$ cat src/rtl/vga_pkg.sv
// rtl/vga_pkg.sv - shared colour type, default geometry and sync polarity for the VGA pixel path
package vga_pkg;

    typedef logic [11:0] rgb12_t;

    localparam int RGB_R_LSB = 8;
    localparam int RGB_G_LSB = 4;
    localparam int RGB_B_LSB = 0;

    localparam int DEF_FB_W        = 320;
    localparam int DEF_FB_H        = 240;
    localparam int DEF_SCALE_SHIFT = 1;

    localparam logic SYNC_ACTIVE = 1'b0;

    // Bit positions inside the latency-matched sync bundle
    localparam int SD_HS = 0;
    localparam int SD_VS = 1;
    localparam int SD_EN = 2;
    localparam int SD_IN = 3;
    localparam int SD_W  = 4;

    function automatic rgb12_t grey(input logic [3:0] level);
        rgb12_t c;
        c = '0;
        c[RGB_R_LSB +: 4] = level;
        c[RGB_G_LSB +: 4] = level;
        c[RGB_B_LSB +: 4] = level;
        return c;
    endfunction

endpackage

$ cat src/rtl/vga_pixel_pipe_if.sv
// rtl/vga_pixel_pipe_if.sv - framebuffer read port between the pixel pipe and its BRAM
interface vga_pixel_pipe_if #(
    parameter int ADDR_W = 17,
    parameter int PIX_W  = 4
);
    logic [ADDR_W-1:0] fb_addr;
    logic              fb_re;
    logic [PIX_W-1:0]  fb_rdata;

    modport master (output fb_addr, output fb_re, input fb_rdata);
    modport slave  (input fb_addr, input fb_re, output fb_rdata);
endinterface

$ cat src/rtl/vga_sync_delay.sv
// rtl/vga_sync_delay.sv - resettable shift register keeping hs/vs/en/inrange aligned with pipelined data
module vga_sync_delay
    import vga_pkg::*;
#(
    parameter int              DEPTH   = 3,
    parameter logic [SD_W-1:0] RST_VAL = 4'b0011
)(
    input  logic            clk,
    input  logic            rst,
    input  logic [SD_W-1:0] d,
    output logic [SD_W-1:0] q
);

    logic [SD_W-1:0] taps [DEPTH];

    always_ff @(posedge clk) begin
        if (rst) begin
            for (int i = 0; i < DEPTH; i++) taps[i] <= RST_VAL;
        end else begin
            taps[0] <= d;
            for (int i = 1; i < DEPTH; i++) taps[i] <= taps[i-1];
        end
    end

    assign q = taps[DEPTH-1];

endmodule

$ cat src/rtl/vga_pixel_pipe.sv
// rtl/vga_pixel_pipe.sv - scan coordinate to framebuffer address, palette lookup and aligned VGA outputs
module vga_pixel_pipe
    import vga_pkg::*;
#(
    parameter int FB_W        = DEF_FB_W,
    parameter int FB_H        = DEF_FB_H,
    parameter int SCALE_SHIFT = DEF_SCALE_SHIFT,
    parameter int ADDR_W      = 17,
    parameter int PIX_W       = 4,
    parameter int RD_LAT      = 1
)(
    input  logic                    clk,
    input  logic                    rst,
    input  logic                    in_hs,
    input  logic                    in_vs,
    input  logic                    in_en,
    input  logic [15:0]             in_x,
    input  logic [15:0]             in_y,
    vga_pixel_pipe_if.master        fb,
    input  logic                    pal_we,
    input  logic [PIX_W-1:0]        pal_addr,
    input  rgb12_t                  pal_wdata,
    input  rgb12_t                  border,
    output logic                    vga_hs,
    output logic                    vga_vs,
    output logic                    vga_de,
    output rgb12_t                  vga_rgb,
    output logic                    frame_irq
);

    localparam int LAT   = RD_LAT + 2;
    localparam int MUL_W = ADDR_W + 17;
    localparam int PAL_N = 2 ** PIX_W;
    localparam logic [SD_W-1:0] SD_RST = {1'b0, 1'b0, ~SYNC_ACTIVE, ~SYNC_ACTIVE};

    logic [15:0]       fx;
    logic [15:0]       fy;
    logic              inrange;
    logic [ADDR_W-1:0] addr_next;
    logic [SD_W-1:0]   sd_in;
    logic [SD_W-1:0]   sd_out;
    rgb12_t            pal [PAL_N];

    assign fx = in_x >> SCALE_SHIFT;
    assign fy = in_y >> SCALE_SHIFT;

    assign inrange = in_en && (32'(fx) < 32'(FB_W)) && (32'(fy) < 32'(FB_H));

    // Product is formed wide and then truncated; out-of-range coordinates never reach fb_addr
    assign addr_next = ADDR_W'(MUL_W'(fy) * MUL_W'(FB_W) + MUL_W'(fx));

    always_ff @(posedge clk) begin
        if (rst) begin
            fb.fb_addr <= '0;
            fb.fb_re   <= 1'b0;
        end else begin
            fb.fb_re <= inrange;
            if (inrange) fb.fb_addr <= addr_next;
        end
    end

    always_comb begin
        sd_in        = '0;
        sd_in[SD_HS] = in_hs;
        sd_in[SD_VS] = in_vs;
        sd_in[SD_EN] = in_en;
        sd_in[SD_IN] = inrange;
    end

    // One tap short of LAT: the output registers below form the final tap
    vga_sync_delay #(
        .DEPTH   (LAT - 1),
        .RST_VAL (SD_RST)
    ) u_sync_delay (
        .clk (clk),
        .rst (rst),
        .d   (sd_in),
        .q   (sd_out)
    );

    always_ff @(posedge clk) begin
        if (rst) begin
            for (int i = 0; i < PAL_N; i++) pal[i] <= grey(4'(i));
        end else if (pal_we) begin
            pal[pal_addr] <= pal_wdata;
        end
    end

    always_ff @(posedge clk) begin
        if (rst) begin
            vga_hs    <= ~SYNC_ACTIVE;
            vga_vs    <= ~SYNC_ACTIVE;
            vga_de    <= 1'b0;
            vga_rgb   <= '0;
            frame_irq <= 1'b0;
        end else begin
            vga_hs    <= sd_out[SD_HS];
            vga_vs    <= sd_out[SD_VS];
            vga_de    <= sd_out[SD_EN];
            frame_irq <= (vga_vs != SYNC_ACTIVE) && (sd_out[SD_VS] == SYNC_ACTIVE);
            if (!sd_out[SD_EN])      vga_rgb <= '0;
            else if (!sd_out[SD_IN]) vga_rgb <= border;
            else                     vga_rgb <= pal[fb.fb_rdata];
        end
    end

endmodule

$ cat src/flat_wrapper.sv
// flat-port wrapper written by rule: the top's interface ports become plain ports
module vga_pixel_pipe_flat import vga_pkg::*;
#(
    parameter int FB_W        = DEF_FB_W,
    parameter int FB_H        = DEF_FB_H,
    parameter int SCALE_SHIFT = DEF_SCALE_SHIFT,
    parameter int ADDR_W      = 17,
    parameter int PIX_W       = 4,
    parameter int RD_LAT      = 1
)
  (clk, rst, in_hs, in_vs, in_en, in_x, in_y, pal_we, pal_addr, pal_wdata, border, vga_hs, vga_vs, vga_de, vga_rgb, frame_irq, fb_fb_addr, fb_fb_re, fb_fb_rdata);
  vga_pixel_pipe_if #(.ADDR_W(ADDR_W), .PIX_W(PIX_W)) fb_i ();
  input  logic clk;
  input  logic rst;
  input  logic in_hs;
  input  logic in_vs;
  input  logic in_en;
  input  logic [15:0] in_x;
  input  logic [15:0] in_y;
  input  logic pal_we;
  input  logic [PIX_W-1:0] pal_addr;
  input  rgb12_t pal_wdata;
  input  rgb12_t border;
  output logic vga_hs;
  output logic vga_vs;
  output logic vga_de;
  output rgb12_t vga_rgb;
  output logic frame_irq;
  output wire logic [$bits(fb_i.fb_addr)-1:0] fb_fb_addr;
  output wire logic [$bits(fb_i.fb_re)-1:0] fb_fb_re;
  input wire logic [$bits(fb_i.fb_rdata)-1:0] fb_fb_rdata;
  assign fb_fb_addr = fb_i.fb_addr;
  assign fb_fb_re = fb_i.fb_re;
  assign fb_i.fb_rdata = fb_fb_rdata;
  vga_pixel_pipe #(.FB_W(FB_W), .FB_H(FB_H), .SCALE_SHIFT(SCALE_SHIFT), .ADDR_W(ADDR_W), .PIX_W(PIX_W), .RD_LAT(RD_LAT)) u_core (.clk(clk), .rst(rst), .in_hs(in_hs), .in_vs(in_vs), .in_en(in_en), .in_x(in_x), .in_y(in_y), .fb(fb_i), .pal_we(pal_we), .pal_addr(pal_addr), .pal_wdata(pal_wdata), .border(border), .vga_hs(vga_hs), .vga_vs(vga_vs), .vga_de(vga_de), .vga_rgb(vga_rgb), .frame_irq(frame_irq));
endmodule
$ cat config.mk
export PLATFORM = sky130hd
export DESIGN_NAME = vga_pixel_pipe_flat
export DESIGN_NICKNAME = d
export VERILOG_FILES = /design/src/rtl/vga_pkg.sv /design/src/rtl/vga_pixel_pipe_if.sv /design/src/rtl/vga_sync_delay.sv /design/src/rtl/vga_pixel_pipe.sv /design/src/flat_wrapper.sv
export SDC_FILE = /design/constraint.sdc
export NUM_CORES = 1
export LEC_CHECK = 0
export ABC_CLOCK_PERIOD_IN_PS = 3800
export CAP_MARGIN = 0
export CORE_MARGIN = 10
export CORE_UTILIZATION = 25
export DETAILED_ROUTE_END_ITERATION = 6
export PLACE_DENSITY = 0.47
export SLEW_MARGIN = 15
export SYNTH_ARGS = -nofsm -noshare
export SYNTH_HDL_FRONTEND = slang
export SYNTH_SLANG_ARGS = --single-unit
$ cat constraint.sdc
create_clock -name clk -period 3.8 [get_ports clk]
set_input_delay 0.76 -clock clk [delete_from_list [all_inputs] [get_ports clk]]
set_output_delay 0.76 -clock clk [all_outputs]
set_load 0.03 [all_outputs]
==> impl_metrics.csv <==
group,metric,value,unit
worst_setup_path,r2r_slack,2030,ps
sta,slew_violations,0,
detailed_routing,first_iter_violations,345,
floorplanning,pin_count,104,
pwr,cellPowerDensity,458.5,nW/um^2
clock_tree,clk_latency,560,ps
pwr,irDropWorstVdd,0.0002647,V
sta,rsz0062_at_grt,"false",
worst_setup_path,r2r-end,"u_core.vga_rgb[10]",
sta,clock_skew,16.16,ps
synthesis,synth_area_per_cell,14.11,um^2
synthesis,synth_xor_area_share,0.9282,%
worst_setup_path,path_common_cell,"ha_1",
sta,setup_tns,0,ps
grt,grt_max_degree,47,
clock_tree,cts_htree_levels,1,
detailed_routing,vias,6704,
synthesis,synthMuxAreaShare,13.48,%
grt,grt_pass1_vias,7133,
clock_tree,cts_tree,"done",
synthesis,synth_top_area_share,52.80,%
worst_setup_path,start_kind,"primary input",
worst_setup_path,cp.required,4290,ps
worst_setup_path,max_stage_delay,480,ps
detailed_routing,wl_per_cell,20.66,um
worst_setup_path,r2r.worst_path.cells,4,
worst_setup_path,criticalPathCategory,"primary input to flop",
finish,n_fill_cell,4367,
synthesis,yosys-top-cells-count,"192 x edfxtp_1, 96 x and2_1, 88 x or3_1, 60 x mux4_2, 46 x clkbuf_1",
sta,fin_ws,295.3,ps
grt,antenna_found_initial,6,
hold_path,worstHoldPathType,"flop to flop",
clock_tree,clkTransAtPathRegs,60,ps
hold_path,hold_start,"u_core.u_sync_delay.taps[0][1]",
synthesis,post-synth-top-count-cell,"edfxtp_1",
place,dp_hpwl,21110,um
detailed_routing,avgViaCountPerCell,4.460,
synthesis,synth_area,10920,um^2
synthesis,syn_nets,871,
sta,fmax,285.3,MHz
place,portBuffers,101,
finish,drive_above_1_share,18.67,%
synthesis,synthSimpleGateAreaFrac,16.76,%
sta,worst_pin_slew,854.7,ps
place,dp_slack,-269.5,ps
clock_tree,cts_buffer_depth,3,
pwr,p_total,6.276,mW
sta,hold_viol,0,
synthesis,synth_area_leader_cell,"edfxtp_1",
synthesis,ys.flop_type,"edfxtp_1",
floorplanning,die_h,229.0,um
grt,overflow,0,
sta,slew-limit-headroom,42.84,%
sta,min_period_over_period,92.23,%
worst_setup_path,cp.arrival,4000,ps
grt,grt_first_pass_wirelength,46440,um
synthesis,ys_types,42,
grt,globalRouteTotalUtil,11.64,%
floorplanning,floorplan.initialDensity,25.29,%
clock_tree,cts_root_buf,"clkbuf_16",
clock_tree,cts_resized,0,
floorplanning,die_x,229.0,um
run_status,status,"complete, no violations",
synthesis,yosys_warnings,0,
synthesis,synth-edff-count,192,
detailed_routing,drc,0,
finish,finalNonFillerCells,1503,
floorplanning,design.core.area,43170,um^2
finish,final_nets,992,
place,gp_congestion,0.7600,
detailed_routing,drtAntennaViolNets,0,
clock_tree,post_cts_buffers,0,
place,placedCellCount,1451,
worst_setup_path,crit_buf_inv,1,
hold_path,min_to,"u_core.u_sync_delay.taps[0][5]",
clock_tree,postCtsHoldBufs,0,
synthesis,postSynthCellCount,774,
worst_setup_path,setup.worst_path.end_class,"flop",
synthesis,synth.area.top_cells,"edfxtp_1 53%, mux4_2 12%, dfxtp_1 7.5%",
sta,hold_slack,405.9,ps
pwr,p_leak,4.619,nW
sta,setup_viol_count_final,0,
floorplanning,rows,76,
sta,fin_crit,3505,ps
worst_setup_path,crit_family,"adder cells",
synthesis,ys_ff_latch,233,
floorplanning,dieArea,52440,um^2
worst_setup_path,r2r-start,"u_core.pal[8][10]",
synthesis,synth_compound_area_share,2.796,%
worst_setup_path,cp.depth,11,
synthesis,synth_adder_area_share,3.231,%
detailed_routing,wirelength,31050,um
hold_path,hold_path_depth,1,
synthesis,yosysSeqAreaShare,60.32,%
worst_setup_path,cpMaxStageDelayCell,"or4_1",
worst_setup_path,path_cells,"clkdlybuf4s50_1 -> ha_1 -> ha_1 -> fa_1 -> xor2_1 -> ha_1 -> a21o_1 -> a221oi_1 -> o21ai_0 -> or4_1 -> nand3_1",
synthesis,synth_top_family_by_area,"simple AND/OR/NAND/NOR gates",
clock_tree,cts.sinks,233,
run,drv_cap,0,
detailed_routing,drtPass1Iterations,4,
worst_setup_path,cp_max_fo,3,
worst_setup_path,cp-startpoint,"in_y[2]",
synthesis,synth-async-reset-ratio,0,%
finish,syn_to_final_growth,25.35,%
clock_tree,cts_buffers,27,
[routing by layer]
layer | up-vias | track usage, % | part of all wire [%]
met2 | 175 | 18.33 | 45
met3 | 37 | 3.993 | 8.4
met4 | 8 | 1.904 | 1.3
li1 | 3155 | - | -
met1 | 3329 | 15.42 | 45
met5 | - | 0 | 0.16
[power by group]
| group | switching [mW] | internal [mW] | leakage, nW |
|---|---|---|---|
| sequential | 0.0311 | 2.88 | 2.21 |
| combinational | 0.389 | 0.347 | 1.97 |
| clock | 1.07 | 1.55 | 0.436 |
[worst register-to-register path: stages (launching register included)]
cell and delay [ps]:
edfxtp_1 370, mux4_2 530, mux4_2 530, mux2i_1 150
nor2_1 50
[how the worst max path moves through the flow]
stage                                  endpoint
final                     u_core.fb.fb_addr[15]
after global routing      u_core.fb.fb_addr[15]
after CTS                 u_core.fb.fb_addr[15]
after detailed placement  u_core.fb.fb_addr[15]
after global placement    u_core.fb.fb_addr[15]
after floorplan           u_core.fb.fb_addr[15]
[metrics by stage]
stage                     utilization [%]  cell area (um^2)
after floorplan                         -             10920
after global placement              29.63             12790
after detailed placement            29.63             12790
after CTS                           31.69             13680
after global routing                31.69             13680
final                               31.70             13690
[layout by cell type (no fill, tap or decap), types with 12 or more instances in the layout]
cell type and count:
edfxtp_1 192, ha_1 25, nand2_1 29, nor2_1 36, or3_1 88, mux2i_1 12, clkbuf_16 27, clkdlybuf4s50_1 98
dfxtp_1 41, mux4_2 60, or2_2 21, nand2b_1 20, a21oi_1 20, buf_4 47, and2_1 96
[sequential cells by signal, indices dropped and copies added, names as in the netlist]
signal	cells
u_core.pal	192
u_core.vga_vs	1
u_core.vga_rgb	12
u_core.u_sync_delay.taps	8
u_core.vga_de	1
u_core.vga_hs	1
u_core.frame_irq	1
u_core.fb.fb_addr	17
[kinds of logic (layout without fill, tap and decap cells)]
family,Yosys count,count (layout)
XOR/XNOR,10,10
AO/OA/AOI/OAI,49,49
flip-flops,233,233
AND/OR/NAND/NOR,318,318
other,0,2
adder cells (fa/ha/maj),27,27
buffers and inverters,65,207
multiplexers,72,72
[cell type report]
class / count / area, um^2 / area share (%)
diodes: 2 / 5.005 / 0.03657
multi-input cells: 476 / 4061 / 29.67
flip-flops and latches: 233 / 6586 / 48.12
repair buffers: 149 / 1384 / 10.11
clock buffers: 34 / 721.9 / 5.275
clock inverters: 16 / 166.4 / 1.216
well taps: 585 / 732.0 / 5.348
inverters: 8 / 30.03 / 0.2194
Power figures use the tool's default switching activity.
